File: config.mk
export PLATFORM = sky130hd
export DESIGN_NAME = cbm2_cycle_sequencer
export DESIGN_NICKNAME = d
export VERILOG_FILES = /design/src/rtl/cbm2_cycle_sequencer.sv
export SDC_FILE = /design/constraint.sdc
export NUM_CORES = 1
export LEC_CHECK = 0
export BUFFER_PORTS_ARGS = -buffer_cell sky130_fd_sc_hd__clkbuf_2
export CORE_AREA = 2 2 57 59
export CTS_CLUSTER_DIAMETER = 30
export DETAILED_ROUTE_END_ITERATION = 8
export DIE_AREA = 0 0 59 61
export HOLD_SLACK_MARGIN = 0.12
export PLACE_DENSITY_LB_ADDON = 0.25
export SYNTH_ARGS = -nofsm -noshare
export SYNTH_HDL_FRONTEND = slang
export SYNTH_SLANG_ARGS = --single-unit
File: constraint.sdc
create_clock -name clk_sys -period 2.7 [get_ports clk_sys]
set_clock_uncertainty 0.2 [all_clocks]
set_input_delay 0.27 -clock clk_sys [delete_from_list [all_inputs] [get_ports clk_sys]]
set_output_delay 0.27 -clock clk_sys [all_outputs]
set_load 0.1 [all_outputs]
File: src/rtl/cbm2_cycle_sequencer.sv
// cbm2_cycle_sequencer
//   Bus cycle sequencer for the CBM-II core. Each frame of clk_sys is split into SLOTS slots of
//   SUBCYC clocks, optionally followed by idle padding. It produces the per-slot qualifiers,
//   the 1 MHz frame phase, the refresh/IO windows, pause gating and a frame-aligned pixel
//   enable.
//
// Ports
//   clk_sys      system clock
//   reset        synchronous active-high reset
//   frame_len    clocks per frame; latched at frame end, clamped up to SLOTS*SUBCYC
//   slot_fast    per-slot 2 MHz enable (0 = active only in phase 1); latched at frame end
//   pause        pause request, sampled once per refresh period
//   reset_req    system reset request, resynchronised to the frame boundary
//   slot, sub    current slot index and clock within the slot (0 in padding / when disabled)
//   slot_active  one-hot qualified slot
//   slot_first   slot_active on the first clock of the slot
//   slot_last    slot_active on the last clock of the slot
//   padding      frame clock beyond the slot area
//   phase        toggles each enabled frame
//   refresh      one-clock pulse per refresh period
//   io_cycle     slot 0 window available to external SDRAM/IO
//   sys_enable   system running; pause_out is its complement
//   sys_reset    reset_req as seen at the last frame end
//   pixel_en     one pulse every 4 clocks, realigned at each frame start
module cbm2_cycle_sequencer #(
  parameter int unsigned SLOTS    = 4,
  parameter int unsigned SUBCYC   = 4,
  parameter int unsigned FW       = 6,
  parameter int unsigned RFSH_DIV = 8
) (
  input  logic                        clk_sys,
  input  logic                        reset,
  input  logic [FW-1:0]               frame_len,
  input  logic [SLOTS-1:0]            slot_fast,
  input  logic                        pause,
  input  logic                        reset_req,
  output logic [$clog2(SLOTS)-1:0]    slot,
  output logic [$clog2(SUBCYC)-1:0]   sub,
  output logic [SLOTS-1:0]            slot_active,
  output logic [SLOTS-1:0]            slot_first,
  output logic [SLOTS-1:0]            slot_last,
  output logic                        padding,
  output logic                        phase,
  output logic                        refresh,
  output logic                        io_cycle,
  output logic                        sys_enable,
  output logic                        pause_out,
  output logic                        sys_reset,
  output logic                        pixel_en
);

  localparam int unsigned SlotW = $clog2(SLOTS);
  localparam int unsigned SubW  = $clog2(SUBCYC);
  localparam int unsigned RfW   = $clog2(RFSH_DIV);
  localparam logic [FW-1:0] MinLen = FW'(SLOTS * SUBCYC);
  localparam logic [FW-1:0] SubLen = FW'(SUBCYC);

  logic [FW-1:0]    cyc_q, cyc_d;
  logic [FW-1:0]    len_q, len_d;
  logic [SLOTS-1:0] fast_q, fast_d;
  logic             phase_q, phase_d;
  logic [RfW-1:0]   rfsh_q, rfsh_d;
  logic             en_q, en_d;
  logic             refresh_q, refresh_d;
  logic             sysrst_q, sysrst_d;
  logic [1:0]       pix_q, pix_d;

  logic             frame_end;
  logic             in_slots;
  logic [SlotW-1:0] slot_raw;
  logic [SubW-1:0]  sub_raw;

  assign frame_end = (cyc_q == len_q - FW'(1));
  assign in_slots  = (cyc_q < MinLen);
  assign slot_raw  = cyc_q[SubW +: SlotW];
  assign sub_raw   = cyc_q[SubW-1:0];

  always_comb begin
    cyc_d     = frame_end ? '0 : cyc_q + FW'(1);
    len_d     = len_q;
    fast_d    = fast_q;
    rfsh_d    = rfsh_q;
    en_d      = en_q;
    sysrst_d  = sysrst_q;
    refresh_d = frame_end && (rfsh_q == '0);
    // Disabled system holds phase at 0; the force overrides the frame toggle.
    phase_d   = en_q ? (phase_q ^ frame_end) : 1'b0;
    pix_d     = (!en_q || frame_end) ? 2'd0 : pix_q + 2'd1;
    if (frame_end) begin
      len_d    = (frame_len < MinLen) ? MinLen : frame_len;
      fast_d   = slot_fast;
      rfsh_d   = rfsh_q + RfW'(1);
      sysrst_d = reset_req;
      // pause only takes effect on refresh-period boundaries.
      if (rfsh_q == '0) begin
        en_d = ~pause;
      end
    end
  end

  always_ff @(posedge clk_sys) begin
    if (reset) begin
      cyc_q     <= '0;
      len_q     <= MinLen;
      fast_q    <= '0;
      phase_q   <= 1'b0;
      rfsh_q    <= '0;
      en_q      <= 1'b0;
      refresh_q <= 1'b0;
      sysrst_q  <= 1'b1;
      pix_q     <= 2'd0;
    end else begin
      cyc_q     <= cyc_d;
      len_q     <= len_d;
      fast_q    <= fast_d;
      phase_q   <= phase_d;
      rfsh_q    <= rfsh_d;
      en_q      <= en_d;
      refresh_q <= refresh_d;
      sysrst_q  <= sysrst_d;
      pix_q     <= pix_d;
    end
  end

  always_comb begin
    slot        = '0;
    sub         = '0;
    slot_active = '0;
    slot_first  = '0;
    slot_last   = '0;
    if (en_q && in_slots) begin
      slot = slot_raw;
      sub  = sub_raw;
      for (int i = 0; i < int'(SLOTS); i++) begin
        slot_active[i] = (slot_raw == SlotW'(i)) && (phase_q || fast_q[i]);
      end
    end
    slot_first = (sub_raw == '0)            ? slot_active : '0;
    slot_last  = (sub_raw == SubW'(SUBCYC - 1)) ? slot_active : '0;
    // The phase-1 EXT slot of the refresh frame belongs to refresh, not IO.
    if (en_q) begin
      io_cycle = (cyc_q < SubLen) && in_slots && (!phase_q || (rfsh_q != '0));
    end else begin
      io_cycle = (cyc_q < SubLen);
    end
  end

  assign padding    = ~in_slots;
  assign phase      = phase_q;
  assign refresh    = refresh_q;
  assign sys_enable = en_q;
  assign pause_out  = ~en_q;
  assign sys_reset  = sysrst_q;
  assign pixel_en   = (pix_q == 2'd3);

endmodule

==> results of run 1 <==
-- area by class of cell --
cell class                      count  share of cell area
Sequential cell                    25               0.277
Multi-Input combinational cell    120               0.463
Inverter                           12              0.0245
Timing Repair Buffer               57               0.199
Clock buffer                        4              0.0143
Tap cell                           33              0.0225
-- synthesized netlist by cell type, drive strengths merged --
master | count | share of area
mux2 | 1 | 0.011
a21oi | 10 | 0.037
nor3 | 10 | 0.037
nand2 | 7 | 0.019
or3b | 1 | 0.0065
nor3b | 3 | 0.017
a31oi | 2 | 0.0092
and3 | 3 | 0.014
a211oi | 3 | 0.024
ha | 6 | 0.055
and2 | 7 | 0.032
nor4 | 3 | 0.014
or4 | 1 | 0.0083
nand4 | 3 | 0.014
o32a | 1 | 0.0074
o21a | 1 | 0.0055
inv | 12 | 0.033
o31ai | 3 | 0.017
nor2 | 13 | 0.038
dfxtp | 25 | 0.37
clkbuf | 3 | 0.0083
o21ai | 11 | 0.041
mux2i | 1 | 0.0074
o32ai | 1 | 0.0065
nor2b | 2 | 0.0092
nand3 | 13 | 0.048
buf | 6 | 0.027
or3 | 3 | 0.014
xor2 | 2 | 0.013
xnor2 | 8 | 0.052
a311oi | 1 | 0.0065
-- through the flow --
| step | worst slack [ns] | hold slack, ns | cells | TNS, ns | util |
|---|---|---|---|---|---|
| floorplan | -0.211 | 0.169 | 166 | -0.930 | - |
| global placement | 0.294 | 0.219 | 235 | 0 | 0.571 |
| detailed placement | 0.198 | 0.236 | 235 | 0 | 0.571 |
| CTS | 0.0874 | 0.252 | 251 | 0 | 0.620 |
| global route | 0.00214 | 0.281 | 251 | 0 | 0.622 |
| finish | 0.142 | 0.253 | 251 | 0 | 0.622 |
-- repair_timing --
action                                  4_1_cts  5_1_grt
hold endpoints to repair                     12        0
resized for setup                             0        3
endpoints found under the setup margin        0       10
hold buffers                                 12        0
-- registers in the layout, indices dropped and copies added, names as in the netlist --
| register | count |
|---|---|
| fast_q | 4 |
| len_q | 6 |
| refresh | 1 |
| cyc_q | 6 |
| sys_enable | 1 |
| phase | 1 |
| rfsh_q | 3 |
| sys_reset | 1 |
| pix_q | 2 |
-- logic make-up (layout without fill, tap and decap cells) --
kind of cell,count (synthesis),after routing,synth area share
compound gates,33,33,0.153
xor+xnor,10,10,0.0646
fa+ha+maj,6,6,0.0554
buf+inv,21,73,0.0683
flops,25,25,0.369
mux,2,2,0.0185
simple gates,69,69,0.271
-- per-layer routing --
metal  wire length, um  up-vias  track usage
li1                  -      687            -
met1              1590      612        0.261
met2              1720       29        0.373
met3               107        2       0.0149
met4                16        0       0.0487
met5                 0        -            0
-- worst max-delay path by stage --
stage                         end  cells past startpoint
floorplan           slot_first[2]                      3
global placement         pix_q[1]                      8
detailed placement       cyc_q[2]                      8
CTS                 slot_first[0]                      5
global route         slot_last[0]                      5
finish              slot_first[0]                      5
-- where the power goes --
| part | switching [mW] | total, mW | internal (mW) |
|---|---|---|---|
| registers | 0.00732 | 0.378 | 0.371 |
| logic | 0.0446 | 0.0813 | 0.0367 |
| clock network | 0.108 | 0.166 | 0.0576 |
| total | 0.160 | 0.625 | 0.465 |
==> run summary, run 1 <==
RUN STATUS
----------------------------------------------------------------------------------------
Result of the run ......................................................... complete, no violations

FINAL LAYOUT
----------------------------------------------------------------------------------------
Fraction of final layout cells sized beyond drive strength 1 ..............        0.321
Fillcell total ............................................................          268
NumNets Final .............................................................          239
Commonest non-fill, non-tap cells in the layout ........................... 35 x sky130_fd_sc_hd__clkbuf_2, 23 x sky130_fd_sc_hd__dfxtp_1, 13 x sky130_fd_sc_hd__nand3_1
Register cell area after layout ...........................................    508 sq um
Layout area overhead ......................................................        35.5%
Most common cell after layout, fill and taps aside ........................ sky130_fd_sc_hd__clkbuf_2
Final instance area .......................................................   1840 sq um
Total area of multi-input combinational cells .............................    851 sq um
Antenna diode count .......................................................            0

CLOCKING
----------------------------------------------------------------------------------------
Post-CTS Repair Setup Buffers .............................................            0
Source-to-sink clock delay at the later pin of the worst-skew pair ........      0.31 ns
Number of levels the H-tree was split into ................................            1
Worst-path clk slew .......................................................      0.13 ns
CTS tree ..................................................................        built
Cts bufs inserted .........................................................            3
Number of sinks driven by the clock tree ..................................           25
Number of buffers on the longest clock path ...............................            2
CTS root buffer ........................................................... sky130_fd_sc_hd__clkbuf_4

SYNTHESIS
----------------------------------------------------------------------------------------
Post-Syn Instances ........................................................          166
Mapped Avg Cell Area ......................................................   8.16 sq um
Sequential element share of the synthesized area ..........................        0.369
Area of the mapped netlist ................................................   1360 sq um
Distinct cell type count of the synthesized netlist .......................           35
Net count after synthesis .................................................          186
Post-synthesis sequential element count ...................................           25
Yosys warning total .......................................................            0

HOLD PATH
----------------------------------------------------------------------------------------
Worst min-delay path startpoint ...........................................     pix_q[0]
Min-Delay Endpoint ........................................................     pix_q[0]
Hold-critical path depth ..................................................            1
Path type of the worst min-delay path ..................................... flip-flop to flip-flop

GRT
----------------------------------------------------------------------------------------
First-pass GRT wire length ................................................      5690 um
Remaining global-route overflow ...........................................            0
Antenna violations before repair ..........................................            0
Largest net degree at the start of global routing .........................           25
Via count of the first global-routing pass ................................        1,275
Overall global routing resource usage .....................................        0.204

CRITICAL PATH
----------------------------------------------------------------------------------------
Launch point of the worst path ............................................     cyc_q[4]
Critical path buffer and inverter count ...................................            1
Number of cell instances on the worst register-to-register path ...........            7
Worst EP arrival ..........................................................      2.09 ns
Required time worst endpoint ..............................................      2.23 ns
CP Class .................................................................. flip-flop to output port
Sort of element at the end of the critical path ...........................  output port
Crit path max fanout ......................................................            4
Worst flop-to-flop path startpoint ........................................     len_q[0]
Family with the most delay on the worst path .............................. simple AND/OR/NAND/NOR gates
CP Launch Type ............................................................    flip-flop
Slowest stage delay, CP ...................................................      0.44 ns
RR Endpoint ...............................................................        phase
Series of cell instances along the critical path .......................... nor2_1 > nand2_2 > nor4_4 > and2_4 > clkbuf_2
Cell with the biggest individual delay on the critical path ............... sky130_fd_sc_hd__clkbuf_2
Slack of the worst reg-to-reg path ........................................      0.19 ns

DETAILED ROUTING
----------------------------------------------------------------------------------------
Remaining number of nets flagged by the antenna check after routing .......            0
Total via count in the routed design ......................................        1,330
Post-detailed-route DRC marker count ......................................            0
Routed wirelength normalized by instance count ............................      13.7 um
Initial DRT Pass Iterations ...............................................            6
Initial DRC count .........................................................           50
Via-per-instance ratio ....................................................         5.30
Wirelength, routed ........................................................      3440 um

DIE
----------------------------------------------------------------------------------------
Die Y-Extent ..............................................................        61 um
Starting utilization of the core area .....................................        0.459
Core outline area .........................................................   2950 sq um
Die Area ..................................................................   3600 sq um
Top-level port count ......................................................           38
Overall die width .........................................................        59 um
Total number of placement rows ............................................           20

STA
----------------------------------------------------------------------------------------
Final Hold Viols ..........................................................            0
Relative max-transition margin ............................................        0.587
Period minus WS final .....................................................      2.56 ns
Max frequency .............................................................      391 MHz
RSZ-0062 raised after global routing ......................................        false
Final worst-path cycle share ..............................................        0.947
Max Slew Vio Count ........................................................            0
Setup violation total in the final timing report ..........................            0
Transition time of the tightest slew-check pin ............................     0.618 ns

POWER
----------------------------------------------------------------------------------------
Peak supply drop ..........................................................     0.175 mV
Design Power ..............................................................     0.625 mW
Pleak .....................................................................     0.750 nW
Total power density per cell area .........................................  341 nW/um^2

PLACED DESIGN
----------------------------------------------------------------------------------------
Area post-placement .......................................................   1690 sq um
Weighted congestion reported at the end of routability-driven placement ...        0.789
Total half-perimeter wirelength after legalization and detailed placement .      2610 um
Number of I/O port buffers ................................................           37

RUN
----------------------------------------------------------------------------------------
# Max-Cap Violations ......................................................            0

No activity file was read; power rests on OpenSTA's default activity.
==> inputs of run 2 (changes only) <==
- CTS_BUF_LIST: unset -> sky130_fd_sc_hd__clkbuf_4
- RECOVER_POWER: unset -> 100
==> run 2 against run 1 <==
Design area shrank 2.4%. Die area is the same. Sequential share of layout area grew 0.68 points. Via count is 0.38% higher. Clock power grew 4%. Critical path depth did not move. Critical path type unchanged. First-iteration DRC count is 12% lower. Count of clock-buffer cells in the layout stayed put.
==> run summary, run 2 (synthesis gave the netlist of run 1 again) <==
RUN STATUS
----------------------------------------------------------------------------------------
Result of the run ......................................................... complete, no violations   unchanged

DETAILED ROUTING
----------------------------------------------------------------------------------------
Initial DRC count .........................................................           44   was 50
Remaining number of nets flagged by the antenna check after routing .......            0   unchanged
Initial DRT Pass Iterations ...............................................            6   unchanged
Routed wirelength normalized by instance count ............................      13.8 um   was 13.7 um
Post-detailed-route DRC marker count ......................................            0   unchanged
Via-per-instance ratio ....................................................         5.32   was 5.30
Wirelength, routed ........................................................      3480 um   was 3440 um
Routed wl met3 ............................................................       114 um   was 107 um
Uppermost layer routed ....................................................         met4   unchanged
Met2 wire length ..........................................................      1760 um   was 1720 um
Total via count in the routed design ......................................        1,335   was 1,330
Routed metal-1 wirelength .................................................      1590 um   about the same

FINAL LAYOUT
----------------------------------------------------------------------------------------
NumNets Final .............................................................          239   unchanged
Fraction of final layout cells sized beyond drive strength 1 ..............        0.280   was 0.321
Regs by FF count .......................................................... cyc_q: 6 flops, len_q: 6 flops, fast_q: 4 flops   unchanged
Fillcell total ............................................................          278   was 268
Post-route non-filler standard cell count .................................          251   unchanged
Most common cell after layout, fill and taps aside ........................ sky130_fd_sc_hd__clkbuf_2   unchanged
Antenna diode count .......................................................            0   unchanged
Utilization after layout ..................................................        0.607   was 0.622
Final instance area .......................................................   1790 sq um   was 1840 sq um
Commonest non-fill, non-tap cells in the layout ........................... 31 x sky130_fd_sc_hd__clkbuf_2, 23 x sky130_fd_sc_hd__dfxtp_1, 13 x sky130_fd_sc_hd__nand3_1   was 35 x sky130_fd_sc_hd__clkbuf_2, 23 x sky130_fd_sc_hd__dfxtp_1, 13 x sky130_fd_sc_hd__nand3_1
Layout area overhead ......................................................        32.3%   was 35.5%

GRT
----------------------------------------------------------------------------------------
Largest net degree at the start of global routing .........................           25   unchanged
Via count of the first global-routing pass ................................        1,275   unchanged
Overall global routing resource usage .....................................        0.204   unchanged
Antenna violations before repair ..........................................            0   unchanged
First-pass GRT wire length ................................................      5690 um   unchanged
Remaining global-route overflow ...........................................            0   unchanged

POWER
----------------------------------------------------------------------------------------
Switching power ...........................................................     0.157 mW   was 0.160 mW
Switching share of power ..................................................        0.248   was 0.256
Design Power ..............................................................     0.632 mW   was 0.625 mW
Combinational group share of total power ..................................        0.128   was 0.130
Total power density per cell area .........................................  353 nW/um^2   was 341 nW/um^2
Clock group share of total power ..........................................        0.274   was 0.265
Reg power frac ............................................................        0.598   was 0.605
Pleak .....................................................................     0.711 nW   was 0.750 nW
Peak supply drop ..........................................................     0.175 mV   about the same
Internal power ............................................................     0.475 mW   was 0.465 mW

CRITICAL PATH
----------------------------------------------------------------------------------------
CP Class .................................................................. flip-flop to output port   unchanged
Required time worst endpoint ..............................................      2.23 ns   about the same
Number of cell instances on the worst register-to-register path ...........            7   unchanged
Sort of element at the end of the critical path ...........................  output port   unchanged
CP Launch Type ............................................................    flip-flop   unchanged
Crit path max fanout ......................................................            4   unchanged
Worst EP arrival ..........................................................      2.05 ns   was 2.09 ns

PLACED DESIGN
----------------------------------------------------------------------------------------
Number of I/O port buffers ................................................           37   unchanged
Area post-placement .......................................................   1690 sq um   unchanged
Weighted congestion reported at the end of routability-driven placement ...        0.789   unchanged
Instance count after placement with tap cells included ....................          235   unchanged
Total half-perimeter wirelength after legalization and detailed placement .      2610 um   unchanged

CLOCKING
----------------------------------------------------------------------------------------
Worst-path clk slew .......................................................      0.13 ns   about the same
CTS tree ..................................................................        built   unchanged
Number of sinks driven by the clock tree ..................................           25   unchanged
Number of buffers on the longest clock path ...............................            2   unchanged
Source-to-sink clock delay at the later pin of the worst-skew pair ........      0.31 ns   about the same
CTS root buffer ........................................................... sky130_fd_sc_hd__clkbuf_4   unchanged
Cts bufs inserted .........................................................            3   unchanged
Number of levels the H-tree was split into ................................            1   unchanged

STA
----------------------------------------------------------------------------------------
Final Hold Viols ..........................................................            0   unchanged
Period minus WS final .....................................................      2.52 ns   was 2.56 ns
Transition time of the tightest slew-check pin ............................      1.18 ns   was 0.618 ns
RSZ-0062 raised after global routing ......................................        false   unchanged
Relative max-transition margin ............................................        0.217   was 0.587
Setup violation total in the final timing report ..........................            0   unchanged
Max Slew Vio Count ........................................................            0   unchanged
Max frequency .............................................................      397 MHz   was 391 MHz
Final worst-path cycle share ..............................................        0.934   was 0.947

DIE
----------------------------------------------------------------------------------------
Die Area ..................................................................   3600 sq um   unchanged
Top-level port count ......................................................           38   unchanged
Starting utilization of the core area .....................................        0.459   unchanged
Die Y-Extent ..............................................................        61 um   unchanged
Overall die width .........................................................        59 um   unchanged
Total number of placement rows ............................................           20   unchanged
Core outline area .........................................................   2950 sq um   unchanged

HOLD PATH
----------------------------------------------------------------------------------------
Hold-critical path depth ..................................................            1   unchanged
Path type of the worst min-delay path ..................................... flip-flop to flip-flop   unchanged

RUN
----------------------------------------------------------------------------------------
# Max-Cap Violations ......................................................            0   unchanged

-- run 2: changes by cell type in the layout (fill, tap and decap cells not counted), sizes merged --
| cell | before | now |
|---|---|---|
| buf | 10 | 7 |
| clkbuf | 39 | 42 |
-- run 2: stage by stage --
step	setup slack (ns)	hold slack (ns)	TNS, ns
2_1_floorplan	-0.211	0.169	-0.930
3_3_place_gp	0.294	0.219	0
3_5_place_dp	0.198	0.236	0
4_1_cts	0.0923	0.252	0
5_1_grt	0.00424	0.284	0
6_report	0.179	0.255	0
-- run 2: repair_timing --
| action | in CTS | in global routing |
|---|---|---|
| resized for setup | 0 | 3 |
| hold buffers | 12 | 0 |
| buffers inserted | 0 | 0 |
| setup endpoints to repair | 0 | 10 |
| hold endpoints to repair | 12 | 0 |
-- run 2: final cells by class --
| class | count | area [sq um] | area share |
|---|---|---|---|
| Clock buffer | 4 | 30.0 | 0.0167 |
| Inverter | 12 | 45.0 | 0.0251 |
| Multi-Input combinational cell | 120 | 817 | 0.456 |
| Sequential cell | 25 | 508 | 0.283 |
| Tap cell | 33 | 41.3 | 0.0230 |
| Timing Repair Buffer | 57 | 352 | 0.196 |
-- run 2: routing by layer --
layer  up-vias  GRT usage
li1        685          -
met1       617      0.261
met2        31      0.373
met3         2     0.0149
met4         0     0.0487
met5         -          0
-- run 2: critical path, cell delays in order (launching register included) --
cell                       delay [ns]
sky130_fd_sc_hd__dfxtp_1         0.37
sky130_fd_sc_hd__nor2_1          0.26
sky130_fd_sc_hd__nand2_2         0.15
sky130_fd_sc_hd__nor4_4          0.33
sky130_fd_sc_hd__and2_4          0.19
sky130_fd_sc_hd__clkbuf_2        0.44
-- run 2: path summary, 6_finish.rpt --
| check | to | slack [ns] | start |
|---|---|---|---|
| hold / removal | pix_q[0] | 0.25 | pix_q[0] |
| hold reg to reg | pix_q[0] | 0.25 | pix_q[0] |
| setup / recovery | slot_first[0] | 0.18 | cyc_q[4] |
| setup reg to reg | phase | 0.20 | len_q[0] |
-- run 2: power groups by stage --
stage	sequential [mW]	clock [mW]	combinational (mW)
global placement	0.386	0	0.0647
floorplan	0.383	0	0.0447
CTS	0.378	0.178	0.0805
detailed placement	0.386	0	0.0670
global route	0.379	0.192	0.0885
finish	0.378	0.173	0.0807
==> inputs of run 3 (changes only) <==
- ABC_AREA: unset -> 1
==> run 3 against run 2 <==
Worst setup slack got worse by 0.049 ns. Critical path depth increased by 1. Hold slack got worse by 0.0060 ns. Power decreased by 2.0%. Non-clock buffer count decreased by 1. Critical path type unchanged.
==> run summary, run 3 <==
CRITICAL PATH
----------------------------------------------------------------------------------------
Crit path max fanout ......................................................            6   was 4
Critical path buffer and inverter count ...................................            3   was 1
Required time worst endpoint ..............................................      2.23 ns   about the same
Family with the most delay on the worst path .............................. buffers and inverters   was simple AND/OR/NAND/NOR gates
Cell depth of the worst setup path ........................................            6   was 5
Series of cell instances along the critical path .......................... inv_1 > nand3_1 > nor3_4 > inv_1 > nor2_4 > clkbuf_2   was nor2_1 > nand2_2 > nor4_4 > and2_4 > clkbuf_2
Worst EP arrival ..........................................................      2.10 ns   was 2.05 ns
CP Launch Type ............................................................    flip-flop   unchanged
Most common cell on crit path ............................................. sky130_fd_sc_hd__inv_1
Cell with the biggest individual delay on the critical path ............... sky130_fd_sc_hd__clkbuf_2   unchanged
Slowest stage delay, CP ...................................................      0.45 ns   was 0.44 ns
CP Class .................................................................. flip-flop to output port   unchanged
Number of cell instances on the worst register-to-register path ...........           13   was 7
Sort of element at the end of the critical path ...........................  output port   unchanged

CLOCKING
----------------------------------------------------------------------------------------
Source-to-sink clock delay at the later pin of the worst-skew pair ........      0.33 ns   was 0.31 ns
Cts bufs inserted .........................................................            3   unchanged
Worst-path clk slew .......................................................      0.14 ns   was 0.13 ns
CTS tree ..................................................................        built   unchanged
CTS root buffer ........................................................... sky130_fd_sc_hd__clkbuf_4   unchanged
Number of sinks driven by the clock tree ..................................           25   unchanged
Number of buffers on the longest clock path ...............................            2   unchanged
Number of levels the H-tree was split into ................................            1   unchanged

FINAL LAYOUT
----------------------------------------------------------------------------------------
Commonest non-fill, non-tap cells in the layout ........................... 49 x sky130_fd_sc_hd__nand2_1, 35 x sky130_fd_sc_hd__inv_1, 28 x sky130_fd_sc_hd__nor2_1   was 31 x sky130_fd_sc_hd__clkbuf_2, 23 x sky130_fd_sc_hd__dfxtp_1, 13 x sky130_fd_sc_hd__nand3_1
Antenna diode count .......................................................            0   unchanged
Fraction of final layout cells sized beyond drive strength 1 ..............        0.225   was 0.280
Register cell area after layout ...........................................    504 sq um   was 508 sq um
NumNets Final .............................................................          288   was 239
Fillcell total ............................................................          274   was 278
Most common cell after layout, fill and taps aside ........................ sky130_fd_sc_hd__nand2_1   was sky130_fd_sc_hd__clkbuf_2
Layout area overhead ......................................................        39.0%   was 32.3%
Regs by FF count .......................................................... cyc_q: 6 flops, len_q: 6 flops, fast_q: 4 flops   unchanged
Total area of multi-input combinational cells .............................    808 sq um   was 817 sq um

DIE
----------------------------------------------------------------------------------------
Core outline area .........................................................   2950 sq um   unchanged
Top-level port count ......................................................           38   unchanged
Die Area ..................................................................   3600 sq um   unchanged
Die Y-Extent ..............................................................        61 um   unchanged
Overall die width .........................................................        59 um   unchanged
Total number of placement rows ............................................           20   unchanged
Starting utilization of the core area .....................................        0.466   was 0.459

STA
----------------------------------------------------------------------------------------
Final setup margin ........................................................     0.129 ns   was 0.179 ns
Total negative setup slack ................................................         0 ns   unchanged
Transition time of the tightest slew-check pin ............................      1.18 ns   about the same
RSZ-0062 raised after global routing ......................................        false   unchanged
Max frequency .............................................................      389 MHz   was 397 MHz
Max Slew Vio Count ........................................................            0   unchanged
Relative max-transition margin ............................................        0.213   was 0.217
Final worst-path cycle share ..............................................        0.952   was 0.934
Worst hold slack ..........................................................     0.249 ns   was 0.255 ns
Setup violation total in the final timing report ..........................            0   unchanged
Period minus WS final .....................................................      2.57 ns   was 2.52 ns
Final Hold Viols ..........................................................            0   unchanged

DETAILED ROUTING
----------------------------------------------------------------------------------------
Routed wirelength normalized by instance count ............................      11.2 um   was 13.8 um
Initial DRT Pass Iterations ...............................................            4   was 6
Via-per-instance ratio ....................................................         4.86   was 5.32
Remaining number of nets flagged by the antenna check after routing .......            0   unchanged
Total via count in the routed design ......................................        1,458   was 1,335
Wirelength, routed ........................................................      3370 um   was 3480 um
Initial DRC count .........................................................           49   was 44
Post-detailed-route DRC marker count ......................................            0   unchanged

SYNTHESIS
----------------------------------------------------------------------------------------
Cell type with the largest total area after synthesis ..................... sky130_fd_sc_hd__dfxtp_1   unchanged
Yosys warning total .......................................................            0   unchanged
Mapped Avg Cell Area ......................................................   6.55 sq um   was 8.16 sq um
Dominant cells by area after synthesis .................................... sky130_fd_sc_hd__dfxtp_1 36%, sky130_fd_sc_hd__nand2_1 13%, sky130_fd_sc_hd__inv_1 11%   was sky130_fd_sc_hd__dfxtp_1 37%, sky130_fd_sc_hd__ha_1 5.5%, sky130_fd_sc_hd__xnor2_1 5.2%
Post-Syn Instances ........................................................          210   was 166
Area of the mapped netlist ................................................   1380 sq um   was 1360 sq um
Most frequent cell after synthesis ........................................ sky130_fd_sc_hd__nand2_1   was sky130_fd_sc_hd__dfxtp_1
Post-synthesis sequential element count ...................................           25   unchanged
Dominant synthesized flop cell ............................................ sky130_fd_sc_hd__dfxtp_1   unchanged
Fraction of registers with async set or reset after synthesis .............            0   unchanged
Sequential element share of the synthesized area ..........................        0.364   was 0.369
Net count after synthesis .................................................          230   was 186
Area fraction of the dominant cell type after synthesis ...................        0.364   was 0.369
Number of synthesized flops with an enable pin ............................            0   unchanged
Distinct cell type count of the synthesized netlist .......................           25   was 35
Ranking of synthesized cells by instance count ............................ 48 x sky130_fd_sc_hd__nand2_1, 39 x sky130_fd_sc_hd__inv_1, 37 x sky130_fd_sc_hd__nor2_1, 25 x sky130_fd_sc_hd__dfxtp_1, 15 x sky130_fd_sc_hd__nand3_1   was 25 x sky130_fd_sc_hd__dfxtp_1, 13 x sky130_fd_sc_hd__nand3_1, 12 x sky130_fd_sc_hd__inv_1, 12 x sky130_fd_sc_hd__nor2_1

POWER
----------------------------------------------------------------------------------------
Total power density per cell area .........................................  324 nW/um^2   was 353 nW/um^2
Peak supply drop ..........................................................     0.255 mV   was 0.175 mV
Design Power ..............................................................     0.620 mW   was 0.632 mW
Pleak .....................................................................     0.902 nW   was 0.711 nW

RUN
----------------------------------------------------------------------------------------
# Max-Cap Violations ......................................................            0   unchanged

GRT
----------------------------------------------------------------------------------------
GRT met1 Usage ............................................................        0.254   was 0.261
Overall global routing resource usage .....................................        0.207   was 0.204
Via count of the first global-routing pass ................................        1,350   was 1,275
Antenna violations before repair ..........................................            0   unchanged
Remaining global-route overflow ...........................................            0   unchanged
Layer carrying the most global-route usage ................................         met2   unchanged
Global routing met2 resource utilization ..................................        0.363   was 0.373
GR Util met3 ..............................................................       0.0320   was 0.0149
Largest net degree at the start of global routing .........................           16   was 25
First-pass GRT wire length ................................................      5650 um   was 5690 um

HOLD PATH
----------------------------------------------------------------------------------------
Path type of the worst min-delay path ..................................... flip-flop to flip-flop   unchanged
Hold-critical path depth ..................................................            1   unchanged

PLACED DESIGN
----------------------------------------------------------------------------------------
Total half-perimeter wirelength after legalization and detailed placement .      2460 um   was 2610 um
Number of I/O port buffers ................................................           37   unchanged
Weighted congestion reported at the end of routability-driven placement ...        0.803   was 0.789
Pre-CTS setup slack .......................................................     0.426 ns   was 0.198 ns

RUN STATUS
----------------------------------------------------------------------------------------
Result of the run ......................................................... complete, no violations   unchanged

run 3: cell types whose count changed after synthesis, moves of 4 or more:
cell	delta
sky130_fd_sc_hd__nand2_1	+41
sky130_fd_sc_hd__inv_1	+27
sky130_fd_sc_hd__nor2_1	+25
sky130_fd_sc_hd__and2_1	-7
sky130_fd_sc_hd__a21oi_1	-6
sky130_fd_sc_hd__xnor2_1	-6
sky130_fd_sc_hd__buf_2	-5
sky130_fd_sc_hd__nor3_1	-5
sky130_fd_sc_hd__o21ai_0	-4
run 3: through the flow:
step / cell area, sq um / std cells / utilization
after global placement: 1700 / 277 / 0.574
after global routing: 1910 / 300 / 0.648
after CTS: 1900 / 298 / 0.642
after floorplan: 1500 / 210 / -
after detailed placement: 1700 / 277 / 0.574
final: 1910 / 300 / 0.648
run 3: cells by family after synthesis:
logic type | after synthesis | share of synthesized area
XOR/XNOR | 6 | 0.0382
AO/OA/AOI/OAI | 14 | 0.0518
AND/OR/NAND/NOR | 114 | 0.355
flip-flops | 25 | 0.364
adder cells (fa/ha/maj) | 6 | 0.0545
buffers and inverters | 45 | 0.136
run 3: per-layer routing:
layer	wire length (um)	part of all wire	vias to the layer above
met1	1470	0.43	663
met3	149	0.044	4
met5	0	0	-
met2	1720	0.51	42
met4	42	0.012	0
li1	-	-	749
run 3: power by group:
part,switching [mW],internal [mW]
sequential,0.00545,0.372
combinational,0.0430,0.0289
clock,0.114,0.0567
run 3: layout make-up:
cell class / instances / share of cell area
repair buffers: 56 / 0.192
multi-input cells: 140 / 0.422
well taps: 33 / 0.0216
inverters: 42 / 0.0844
clock inverters: 1 / 0.00392
clock buffers: 3 / 0.0118
flip-flops and latches: 25 / 0.264
run 3: worst reg2reg max path, delay by kind of cell (launching register included):
kind                     cells  cell delay (ns)
buffers and inverters        2             0.65
AND/OR/NAND/NOR             10             0.89
adder cells (fa/ha/maj)      1             0.32
flip-flops                   1             0.36
run 3: what timing repair did:
action,in CTS,in global routing
endpoints found under the hold margin,15,0
resized for setup,0,13
endpoints found under the setup margin,0,9
setup buffers,0,2
hold buffers,17,0
run 3: path summary, 6_finish.rpt:
check           start  slack, ns            end
max          cyc_q[3]       0.13  slot_first[0]
min          pix_q[0]       0.25       pix_q[0]
max reg2reg  len_q[0]       0.26      fast_q[2]
min reg2reg  pix_q[0]       0.25       pix_q[0]
